`src/rtl/wb_spi_master_pkg.sv`:
```
// Shared definitions for the Wishbone SPI master.
// Contents: register offsets (word index taken from wb_adr_i[3:2]), CTRL and
// STATUS bit positions, the shift-engine state encoding, and a helper that
// expands Wishbone byte-lane selects into a 32-bit bit mask.
package wb_spi_master_pkg;

  // Register word offsets (byte address bits [3:2])
  localparam logic [1:0] REG_DATA   = 2'd0;
  localparam logic [1:0] REG_CTRL   = 2'd1;
  localparam logic [1:0] REG_STATUS = 2'd2;
  localparam logic [1:0] REG_RSVD   = 2'd3;

  // CTRL bit positions; the divider occupies [DIV_WIDTH-1:0]
  localparam int CTRL_CPOL_BIT  = 16;
  localparam int CTRL_CPHA_BIT  = 17;
  localparam int CTRL_SSEL_BIT  = 18;
  localparam int CTRL_IRQEN_BIT = 19;

  // STATUS bit positions
  localparam int STAT_BUSY_BIT = 0;
  localparam int STAT_RXV_BIT  = 1;
  localparam int STAT_OVR_BIT  = 2;

  // Shift engine states
  typedef enum logic [1:0] {
    ST_IDLE  = 2'd0,
    ST_SHIFT = 2'd1,
    ST_GUARD = 2'd2
  } spi_state_t;

  // Expand the four byte-lane enables into a per-bit write mask
  function automatic logic [31:0] lane_mask(input logic [3:0] sel);
    logic [31:0] m;
    for (int i = 0; i < 4; i++) begin
      m[i*8 +: 8] = {8{sel[i]}};
    end
    return m;
  endfunction

endpackage

```
`src/rtl/wb_spi_master_shift_engine.sv`:
```
// spi_shift_engine: 8-bit MSB-first SPI shifter with its own half-period
// divider, SCK edge counter and IDLE/SHIFT/GUARD state machine.
// Ports:
//   clk, rst        system clock, synchronous active-high reset
//   start           one-cycle request; accepted only while idle
//   tx              byte to send, captured together with start
//   div             half-period divider (half-period = div+1 clocks)
//   cpol, cpha      SPI mode bits, captured together with start
//   idle_cpol       SCK level to drive while idle
//   miso            serial input
//   busy            high from the cycle after start until completion
//   done            one-cycle pulse on the GUARD -> IDLE transition
//   rx              received byte, complete when done pulses
//   sck, mosi       serial clock and serial output
module spi_shift_engine
  import wb_spi_master_pkg::*;
#(
  parameter int DIV_WIDTH = 16
) (
  input  logic                 clk,
  input  logic                 rst,
  input  logic                 start,
  input  logic [7:0]           tx,
  input  logic [DIV_WIDTH-1:0] div,
  input  logic                 cpol,
  input  logic                 cpha,
  input  logic                 idle_cpol,
  input  logic                 miso,
  output logic                 busy,
  output logic                 done,
  output logic [7:0]           rx,
  output logic                 sck,
  output logic                 mosi
);

  spi_state_t           state_q;
  spi_state_t           state_d;
  logic [DIV_WIDTH-1:0] div_cnt;
  logic [DIV_WIDTH-1:0] div_sh;
  logic                 cpha_sh;
  logic [3:0]           edge_idx;
  logic [7:0]           tx_sh;
  logic [7:0]           rx_sh;
  logic                 tick;
  logic                 last_edge;

  // tick marks the final clock of each half-period
  assign tick      = (div_cnt == div_sh);
  assign last_edge = (edge_idx == 4'd15);
  assign busy      = (state_q != ST_IDLE);
  assign rx        = rx_sh;

  always_ff @(posedge clk) begin
    if (rst) begin
      state_q <= ST_IDLE;
    end else begin
      state_q <= state_d;
    end
  end

  always_comb begin
    state_d = state_q;
    done    = 1'b0;
    case (state_q)
      ST_IDLE: begin
        if (start) begin
          state_d = ST_SHIFT;
        end
      end
      ST_SHIFT: begin
        if (tick && last_edge) begin
          state_d = ST_GUARD;
        end
      end
      ST_GUARD: begin
        if (tick) begin
          state_d = ST_IDLE;
          done    = 1'b1;
        end
      end
      default: state_d = ST_IDLE;
    endcase
  end

  // Datapath. The captured SCK level at start acts as the cpol shadow: after
  // sixteen toggles it returns to that level by construction. An edge whose
  // index parity equals cpha samples MISO, the other parity presents the
  // next MOSI bit (never after the final edge).
  always_ff @(posedge clk) begin
    if (rst) begin
      div_cnt  <= '0;
      div_sh   <= '0;
      cpha_sh  <= 1'b0;
      edge_idx <= '0;
      tx_sh    <= '0;
      rx_sh    <= '0;
      sck      <= 1'b0;
      mosi     <= 1'b0;
    end else begin
      case (state_q)
        ST_IDLE: begin
          div_cnt  <= '0;
          edge_idx <= '0;
          sck      <= idle_cpol;
          if (start) begin
            div_sh  <= div;
            cpha_sh <= cpha;
            sck     <= cpol;
            rx_sh   <= '0;
            if (cpha) begin
              tx_sh <= tx;
            end else begin
              mosi  <= tx[7];
              tx_sh <= {tx[6:0], 1'b0};
            end
          end
        end
        ST_SHIFT: begin
          if (tick) begin
            div_cnt  <= '0;
            sck      <= ~sck;
            edge_idx <= edge_idx + 4'd1;
            if (edge_idx[0] == cpha_sh) begin
              rx_sh <= {rx_sh[6:0], miso};
            end else if (!last_edge) begin
              mosi  <= tx_sh[7];
              tx_sh <= {tx_sh[6:0], 1'b0};
            end
          end else begin
            div_cnt <= div_cnt + DIV_WIDTH'(1);
          end
        end
        ST_GUARD: begin
          if (tick) begin
            div_cnt <= '0;
          end else begin
            div_cnt <= div_cnt + DIV_WIDTH'(1);
          end
        end
        default: begin
          div_cnt <= '0;
        end
      endcase
    end
  end

endmodule

```
`src/rtl/wb_spi_master.sv`:
```
// wb_spi_master: Wishbone classic slave SPI master, 8-bit frames, modes 0-3.
// Registers: 0x0 DATA, 0x4 CTRL, 0x8 STATUS, 0xC reserved (reads 0).
// Ports:
//   wb_clk, wb_rst         clock, synchronous active-high reset
//   wb_adr_i[3:0]          byte address, only [3:2] decoded
//   wb_dat_i/wb_dat_o      32-bit write / read data
//   wb_sel_i[3:0]          byte-lane enables
//   wb_we_i, wb_cyc_i, wb_stb_i, wb_ack_o   classic handshake, no wait states
//   spi_sck_o, spi_mosi_o, spi_miso_i       SPI pins
//   spi_ssel_o             slave select, level taken directly from CTRL.ssel
//   irq_o                  level interrupt, irq_en & rxv registered
module wb_spi_master
  import wb_spi_master_pkg::*;
#(
  parameter int          DIV_WIDTH   = 16,
  parameter int unsigned DEFAULT_DIV = 11
) (
  input  logic        wb_clk,
  input  logic        wb_rst,
  input  logic [3:0]  wb_adr_i,
  input  logic [31:0] wb_dat_i,
  input  logic [3:0]  wb_sel_i,
  input  logic        wb_we_i,
  input  logic        wb_cyc_i,
  input  logic        wb_stb_i,
  output logic [31:0] wb_dat_o,
  output logic        wb_ack_o,
  output logic        spi_sck_o,
  output logic        spi_mosi_o,
  input  logic        spi_miso_i,
  output logic        spi_ssel_o,
  output logic        irq_o
);

  logic [DIV_WIDTH-1:0] ctrl_div;
  logic                 ctrl_cpol;
  logic                 ctrl_cpha;
  logic                 ctrl_ssel;
  logic                 ctrl_irq_en;
  logic [7:0]           rx_reg;
  logic                 rxv;
  logic                 ovr;
  logic                 busy;
  logic                 done;
  logic [7:0]           eng_rx;

  logic        access;
  logic        wr;
  logic        rd;
  logic [1:0]  reg_sel;
  logic        data_wr;
  logic        data_rd;
  logic        start;
  logic        ovr_set;
  logic        ovr_clr;
  logic        ctrl_wr;
  logic [31:0] ctrl_word;
  logic [31:0] ctrl_next;
  logic [31:0] rd_data;
  logic        unused_bits;

  assign access  = wb_cyc_i & wb_stb_i & ~wb_ack_o;
  assign wr      = access & wb_we_i;
  assign rd      = access & ~wb_we_i;
  assign reg_sel = wb_adr_i[3:2];

  // DATA needs lane 0 enabled; a write while busy only flags an overrun
  assign data_wr = wr && (reg_sel == REG_DATA) && wb_sel_i[0];
  assign data_rd = rd && (reg_sel == REG_DATA);
  assign start   = data_wr & ~busy;
  assign ovr_set = data_wr & busy;
  assign ovr_clr = wr && (reg_sel == REG_STATUS) && wb_sel_i[0]
                   && wb_dat_i[STAT_OVR_BIT];
  assign ctrl_wr = wr && (reg_sel == REG_CTRL);

  assign unused_bits = ^{wb_adr_i[1:0], ctrl_next[31:20]};

  // Packed view of CTRL, and the value it will hold after this cycle. The
  // engine takes its idle SCK level from the next value so that SCK follows
  // a cpol write on the same edge as the register itself.
  always_comb begin
    ctrl_word                  = '0;
    ctrl_word[DIV_WIDTH-1:0]   = ctrl_div;
    ctrl_word[CTRL_CPOL_BIT]   = ctrl_cpol;
    ctrl_word[CTRL_CPHA_BIT]   = ctrl_cpha;
    ctrl_word[CTRL_SSEL_BIT]   = ctrl_ssel;
    ctrl_word[CTRL_IRQEN_BIT]  = ctrl_irq_en;
    ctrl_next = ctrl_word;
    if (ctrl_wr) begin
      ctrl_next = (ctrl_word & ~lane_mask(wb_sel_i))
                | (wb_dat_i & lane_mask(wb_sel_i));
    end
  end

  always_comb begin
    rd_data = '0;
    case (reg_sel)
      REG_DATA:   rd_data[7:0] = rx_reg;
      REG_CTRL:   rd_data      = ctrl_word;
      REG_STATUS: rd_data[2:0] = {ovr, rxv, busy};
      default:    rd_data      = '0;
    endcase
  end

  // Bus handshake, registers and interrupt. Completion setting rxv takes
  // priority over a simultaneous DATA read clearing it, and an overrun set
  // takes priority over a simultaneous clear.
  always_ff @(posedge wb_clk) begin
    if (wb_rst) begin
      wb_ack_o    <= 1'b0;
      wb_dat_o    <= '0;
      ctrl_div    <= DIV_WIDTH'(DEFAULT_DIV);
      ctrl_cpol   <= 1'b0;
      ctrl_cpha   <= 1'b0;
      ctrl_ssel   <= 1'b1;
      ctrl_irq_en <= 1'b0;
      rx_reg      <= '0;
      rxv         <= 1'b0;
      ovr         <= 1'b0;
      irq_o       <= 1'b0;
    end else begin
      wb_ack_o <= access;
      if (rd) begin
        wb_dat_o <= rd_data;
      end
      ctrl_div    <= ctrl_next[DIV_WIDTH-1:0];
      ctrl_cpol   <= ctrl_next[CTRL_CPOL_BIT];
      ctrl_cpha   <= ctrl_next[CTRL_CPHA_BIT];
      ctrl_ssel   <= ctrl_next[CTRL_SSEL_BIT];
      ctrl_irq_en <= ctrl_next[CTRL_IRQEN_BIT];
      if (done) begin
        rx_reg <= eng_rx;
        rxv    <= 1'b1;
      end else if (data_rd) begin
        rxv <= 1'b0;
      end
      ovr   <= ovr_set | (ovr & ~ovr_clr);
      irq_o <= ctrl_irq_en & rxv;
    end
  end

  assign spi_ssel_o = ctrl_ssel;

  spi_shift_engine #(
    .DIV_WIDTH(DIV_WIDTH)
  ) u_engine (
    .clk       (wb_clk),
    .rst       (wb_rst),
    .start     (start),
    .tx        (wb_dat_i[7:0]),
    .div       (ctrl_div),
    .cpol      (ctrl_cpol),
    .cpha      (ctrl_cpha),
    .idle_cpol (ctrl_next[CTRL_CPOL_BIT]),
    .miso      (spi_miso_i),
    .busy      (busy),
    .done      (done),
    .rx        (eng_rx),
    .sck       (spi_sck_o),
    .mosi      (spi_mosi_o)
  );

endmodule

```
`config.mk`:
```
export PLATFORM = sky130hd
export DESIGN_NAME = wb_spi_master
export DESIGN_NICKNAME = d
export VERILOG_FILES = /design/src/rtl/wb_spi_master_pkg.sv /design/src/rtl/wb_spi_master_shift_engine.sv /design/src/rtl/wb_spi_master.sv
export SDC_FILE = /design/constraint.sdc
export NUM_CORES = 1
export LEC_CHECK = 0
export CAP_MARGIN = 20
export CORE_MARGIN = 5
export CORE_UTILIZATION = 50
export CTS_BUF_LIST = sky130_fd_sc_hd__clkbuf_4 sky130_fd_sc_hd__clkbuf_8
export DETAILED_ROUTE_END_ITERATION = 12
export PLACE_DENSITY_LB_ADDON = 0.25
export REMOVE_ABC_BUFFERS = 1
export SLEW_MARGIN = 10
export SYNTH_ARGS = -nofsm -noshare
export SYNTH_HDL_FRONTEND = slang
export SYNTH_SLANG_ARGS = --single-unit
```
`constraint.sdc`:
```
create_clock -name wb_clk -period 2.9 [get_ports wb_clk]
set_input_delay 0.58 -clock wb_clk [delete_from_list [all_inputs] [get_ports wb_clk]]
set_output_delay 0.58 -clock wb_clk [all_outputs]
set_load 0.005 [all_outputs]
```
=== Word-level counts from Yosys, hierarchy flattened ===
Index checks and enable logic that the tools add are counted.

* Flip-flop bits (word level): 121
* Bits of input ports: 46
* Output and inout bits: 37
* Word-level logic and storage cells: 110

* Add/sub/neg operators: 2
* Eq/ne operators: 15
* Mux-type cells: 33
* Bitwise logic cells: 19
* Reductions and logical operators: 21

{| class="wikitable"
|+ Operators by type and width
! cell !! count
|-
| $mux 8 || 8
|-
| $and 20x20->20 || 2
|-
| $pmux 8 s2 || 2
|-
| $not 20->20 || 1
|-
| $or 20x20->20 || 1
|-
| $mux 17 || 1
|-
| $add 16x1->16 const B || 1
|-
| $eq 16x16->1 || 1
|-
| $mux 12 || 1
|-
| $mux 1 || 11
|-
| $pmux 5 s2 || 1
|-
| $pmux 3 s3 || 1
|-
| $and 1x1->1 || 8
|-
| $logic_and 1x1->1 || 8
|-
| $ne 2x1->1 const B || 4
|-
| $ne 2x2->1 const B || 4
|-
| $pmux 4 s2 || 1
|-
| $mux 2 || 3
|-
| $not 1->1 || 6
|-
| $pmux 2 s3 || 1
|-
| $reduce_and 6->1 || 1
|-
| $reduce_bool 2->1 || 3
|-
| $reduce_and 5->1 || 1
|-
| $add 4x1->4 const B || 1
|-
| other kinds (13) || 18
|}

=== Logic depth before layout (Yosys ltp) ===
* Depth after elaboration: 9
* Gate-level depth with buffers: 8
* Mapped depth without buffers: 7

=== By module ===
Synthesis repeated with hierarchy kept, for this count alone.

* Cells, all modules: 580
* Area, all modules: 5126.2 sq um

{| class="wikitable"
|+ By module, submodules not included
! module !! times used !! cells each !! area each (sq um) !! seq. area each (sq um)
|-
| spi_shift_engine || 1 || 339 || 2819.0 || 1141.1
|-
| wb_spi_master || 1 || 241 || 2307.2 || 1041.0
|}

=== Worst setup path after synthesis ===
No wires, ideal clock.

* Kind: input port to flip-flop
* Start point: in wb_adr_i[2]
* End point: reg u_engine.tx_sh[7]
* Setup time: 0.070 ns
* Arrival time: 2.018 ns
* Required time: 2.830 ns
* Path slack: 0.812 ns
* Stages: 6
* Buffers on the path: 2
* Cell sequence: buf_4 -> o41ai_4 -> nand2_4 -> buf_6 -> or4_1 -> a21oi_1

* Cells in the longest elaborated chain, start to end: 6

{| class="wikitable"
|+ RTL lines
! what !! line !! source
|-
| from (decl) || wb_spi_master.sv:20 || <nowiki>input logic [3:0] wb_adr_i,</nowiki>
|-
| $logic_not 2->1 || wb_spi_master.sv:68 || <nowiki>assign data_wr = wr && (reg_sel == REG_DATA) && wb_sel_i[0];</nowiki>
|-
| $logic_and 1x1->1 (2 in series) || wb_spi_master.sv:68 ||
|-
| $and 1x1->1 || wb_spi_master.sv:70 || <nowiki>assign start = data_wr & ~busy;</nowiki>
|-
| $ne 2x2->1 (no line) || n/a ||
|-
| $reduce_and 5->1 (no line) || n/a ||
|-
| to (signal assigned) || wb_spi_master_shift_engine.sv:111 || <nowiki>tx_sh <= tx;</nowiki>
|-
| to (signal assigned) || wb_spi_master_shift_engine.sv:114 || <nowiki>tx_sh <= {tx[6:0], 1'b0};</nowiki>
|-
| to (signal assigned) || wb_spi_master_shift_engine.sv:127 || <nowiki>tx_sh <= {tx_sh[6:0], 1'b0};</nowiki>
|-
| to (decl) || wb_spi_master_shift_engine.sv:42 || <nowiki>logic [7:0] tx_sh;</nowiki>
|}

No other way between the ends.
A chain may end at the register's enable or synchronous reset.

=== Final worst setup path ===
* Start point: reg u_engine.div_cnt[11]
* End point: reg u_engine.tx_sh[1]

* Cells in the longest elaborated chain, start to end: 3

{| class="wikitable"
|+ RTL lines
! what !! line !! source
|-
| from (decl) || wb_spi_master_shift_engine.sv:38 || <nowiki>logic [DIV_WIDTH-1:0] div_cnt;</nowiki>
|-
| from (signal assigned) || wb_spi_master_shift_engine.sv:130 || <nowiki>div_cnt <= div_cnt + DIV_WIDTH'(1);</nowiki>
|-
| from (signal assigned) || wb_spi_master_shift_engine.sv:137 || <nowiki>div_cnt <= div_cnt + DIV_WIDTH'(1);</nowiki>
|-
| $eq 16x16->1 || wb_spi_master_shift_engine.sv:48 || <nowiki>assign tick = (div_cnt == div_sh);</nowiki>
|-
| $ne 2x1->1 (no line) || n/a ||
|-
| $reduce_and 5->1 (no line) || n/a ||
|}

No other way between the ends.

==> results.cfg <==
[run_status]
status = finished clean

[routing]
drt.antenna.violating_nets = 0
routedWlPerCell_um = 15.3
dr.first_iter.drc_count = 350
wl_um = 11500
drt_pre_antenna_iters = 5
drc = 0
dr_total_vias = 4069
drt-vias-per-instance = 5.43

[worst_setup_path]
element_type_at_the_critical_path_start = register
type_of_the_worst_setup_path = register to register
critPathMaxFanout = 14
crit_path_end_kind = register
critPathArrivalTime_ns = 2.51
required_time_of_the_critical_path_ns = 3.20

[flow_run]
maxCapViolations = 0

[synthesis]
syn_inst = 569
yosys_register_bits = 109
synth.avg_cell_area_um2 = 8.81
ys_types = 44
ys.warnings.count = 0
mappedNetlistArea_um2 = 5010
synth.yosys.seq_area_share = 0.435

[finish]
multi_input_comb_area_um2 = 2580
area.sequential_um2 = 2180
area.growth.synth_to_final_pct = 17.5
post_layout_net_count = 664
layout_common_cells = sky130_fd_sc_hd__dfxtp_1, sky130_fd_sc_hd__nor2_1, sky130_fd_sc_hd__a21oi_1
drive_above_1_share = 0.0762
layout.filler_cells = 868
fin_util = 0.603
n_antenna_cell = 0
layout_commonest_cell = sky130_fd_sc_hd__dfxtp_1

[cts]
ctsHoldBuffers = 0
cts_tree = done
clk_transition_reported_paths_ns = 0.11
cts_resized = 0
cts_made_buffers = 9
cts.path.max_buffers = 2
worstSkewPairLatency_ns = 0.37
cts_num_sinks = 109
cts_max_level = 3
clock_tree.root_cell = sky130_fd_sc_hd__clkbuf_8
cts_setup_buffers = 0

[grt]
overall_track_demand_over_capacity_in_global_routing = 0.197
antenna_found_initial = 0
wire_length_of_the_first_global_routing_pass_um = 18700
maximum_number_of_pins_on_one_net_before_global_route_repair = 81
leftover_overflow_at_the_end_of_global_routing = 0
vias_in_the_first_global_route = 3817

[floorplan]
die_width_um = 110
initial_core_utilization = 0.513
core_area_um2 = 9770
row_count = 36
floorplan.die.height_um = 110
die-area_um2 = 12100
num_io_pins = 83

[placed_design]
dp_hpwl_um = 8290
gpl.final_weighted_congestion = 0.800
port_buffers = 55

[sta]
worst_pin_slew_ns = 0.675
layout_worst_path_cycle_share = 0.761
hold_viol_final = 0
relSlewSlack = 0.550
setup-violations-final = 0
clock_skew_ns = 0.0177
fmax_mhz = 453
finalCriticalPeriod_ns = 2.21
grt_setup_unrepaired = false
timing_max_transition_violations_final = 0

[power]
vdd_ir_drop_max_mv = 0.303
finalPower_w = 0.00303
pwr_density_cell_nw_per_um2 = 515
leakage_power_summed_over_all_cells_nw = 2.18

[worst_hold_path]
min_path_type = register to register
[layer usage]
| layer | wire length (um) | global-route usage |
|---|---|---|
| met1 | 5280 | 0.269 |
| met2 | 5350 | 0.311 |
| met3 | 656 | 0.0344 |
| met4 | 182 | 0.0730 |
| met5 | 0 | 0 |
[stage by stage]
stage | instances | hold slack [ns] | TNS (ns) | setup slack, ns | instance area (um^2)
detailed placement | 735 | 0.446 | 0 | 0.325 | 5660
CTS | 750 | 0.460 | 0 | 0.699 | 5890
finish | 750 | 0.456 | 0 | 0.693 | 5890
global placement | 735 | 0.440 | 0 | 0.361 | 5660
floorplan | 530 | 0.438 | -19.32 | -1.14 | 4790
global route | 750 | 0.483 | 0 | 0.489 | 5890
[cell usage after synthesis, drive strengths merged]
cell type | number | area (um^2)
a2111oi | 1 | 15.0
a211oi | 6 | 45.0
a21oi | 57 | 285
a311o | 2 | 20.0
a31o | 1 | 8.76
a31oi | 1 | 6.26
a41oi | 2 | 43.8
and2 | 2 | 12.5
and3 | 12 | 75.1
and4 | 3 | 26.3
and4b | 1 | 10.0
buf | 24 | 171
clkbuf | 26 | 97.6
conb | 1 | 3.75
dfxtp | 109 | 2180
ha | 5 | 62.6
inv | 8 | 30.0
mux2 | 2 | 22.5
mux2i | 51 | 510
nand2 | 52 | 203
nand2b | 2 | 12.5
nand3 | 48 | 240
nand3b | 1 | 20.0
nand4 | 4 | 25.0
nor2 | 62 | 233
nor2b | 2 | 12.5
nor3 | 10 | 50.1
nor4 | 8 | 68.8
nor4b | 1 | 8.76
o21ai | 14 | 70.1
o21bai | 1 | 7.51
o221ai | 1 | 8.76
o31ai | 9 | 67.6
o41ai | 1 | 27.5
or2 | 1 | 6.26
or4 | 7 | 52.6
xnor2 | 7 | 61.3
xor2 | 24 | 210
[report_power, final]
group / switching, W / leakage [nW] / internal [W]
Combinational: 0.000243 / 1.19 / 0.000158
Clock: 0.000513 / 0.116 / 0.000571
Sequential: 0.0000220 / 0.879 / 0.00153
Total: 0.000778 / 2.18 / 0.00225
[logic make-up (layout without fill, tap and decap cells)]
group / count (synthesis) / after routing / share of synthesized area
AOI/OAI and AO/OA: 96 / 96 / 0.121
xor gates and xnor gates: 31 / 31 / 0.0542
adders and majority gates: 5 / 5 / 0.0125
buffers and inverters: 58 / 95 / 0.0596
DFF: 109 / 109 / 0.435
muxes: 53 / 53 / 0.106
other: 1 / 12 / 0.000748
and+or+nand+nor: 216 / 216 / 0.211
[final cells by class]
type,count,area share
Multi-Input combinational cell,413,0.438
Inverter,8,0.00510
Sequential cell,109,0.370
Clock buffer,9,0.0210
Clock inverter,6,0.0189
Tap cell,133,0.0282
Timing Repair Buffer,72,0.118
[worst max-delay path, stage by stage (launching register included)]
cell and delay [ns]:
sky130_fd_sc_hd__dfxtp_1 0.36, sky130_fd_sc_hd__xor2_1 0.17, sky130_fd_sc_hd__nor4_2 0.42, sky130_fd_sc_hd__a41oi_2 0.43
sky130_fd_sc_hd__or4_1 0.62, sky130_fd_sc_hd__a21oi_1 0.14
[path summary, 6_finish.rpt]
check                       startpoint                 to  slack, ns  cells after the start
hold / removal            wb_dat_o[17]       wb_dat_o[17]       0.46                      2
setup reg to reg  u_engine.div_cnt[11]  u_engine.tx_sh[1]       0.69                      5
hold reg to reg           wb_dat_o[17]       wb_dat_o[17]       0.46                      2
setup / recovery  u_engine.div_cnt[11]  u_engine.tx_sh[1]       0.69                      5
Note: power is estimated with default switching activity, not from simulation.
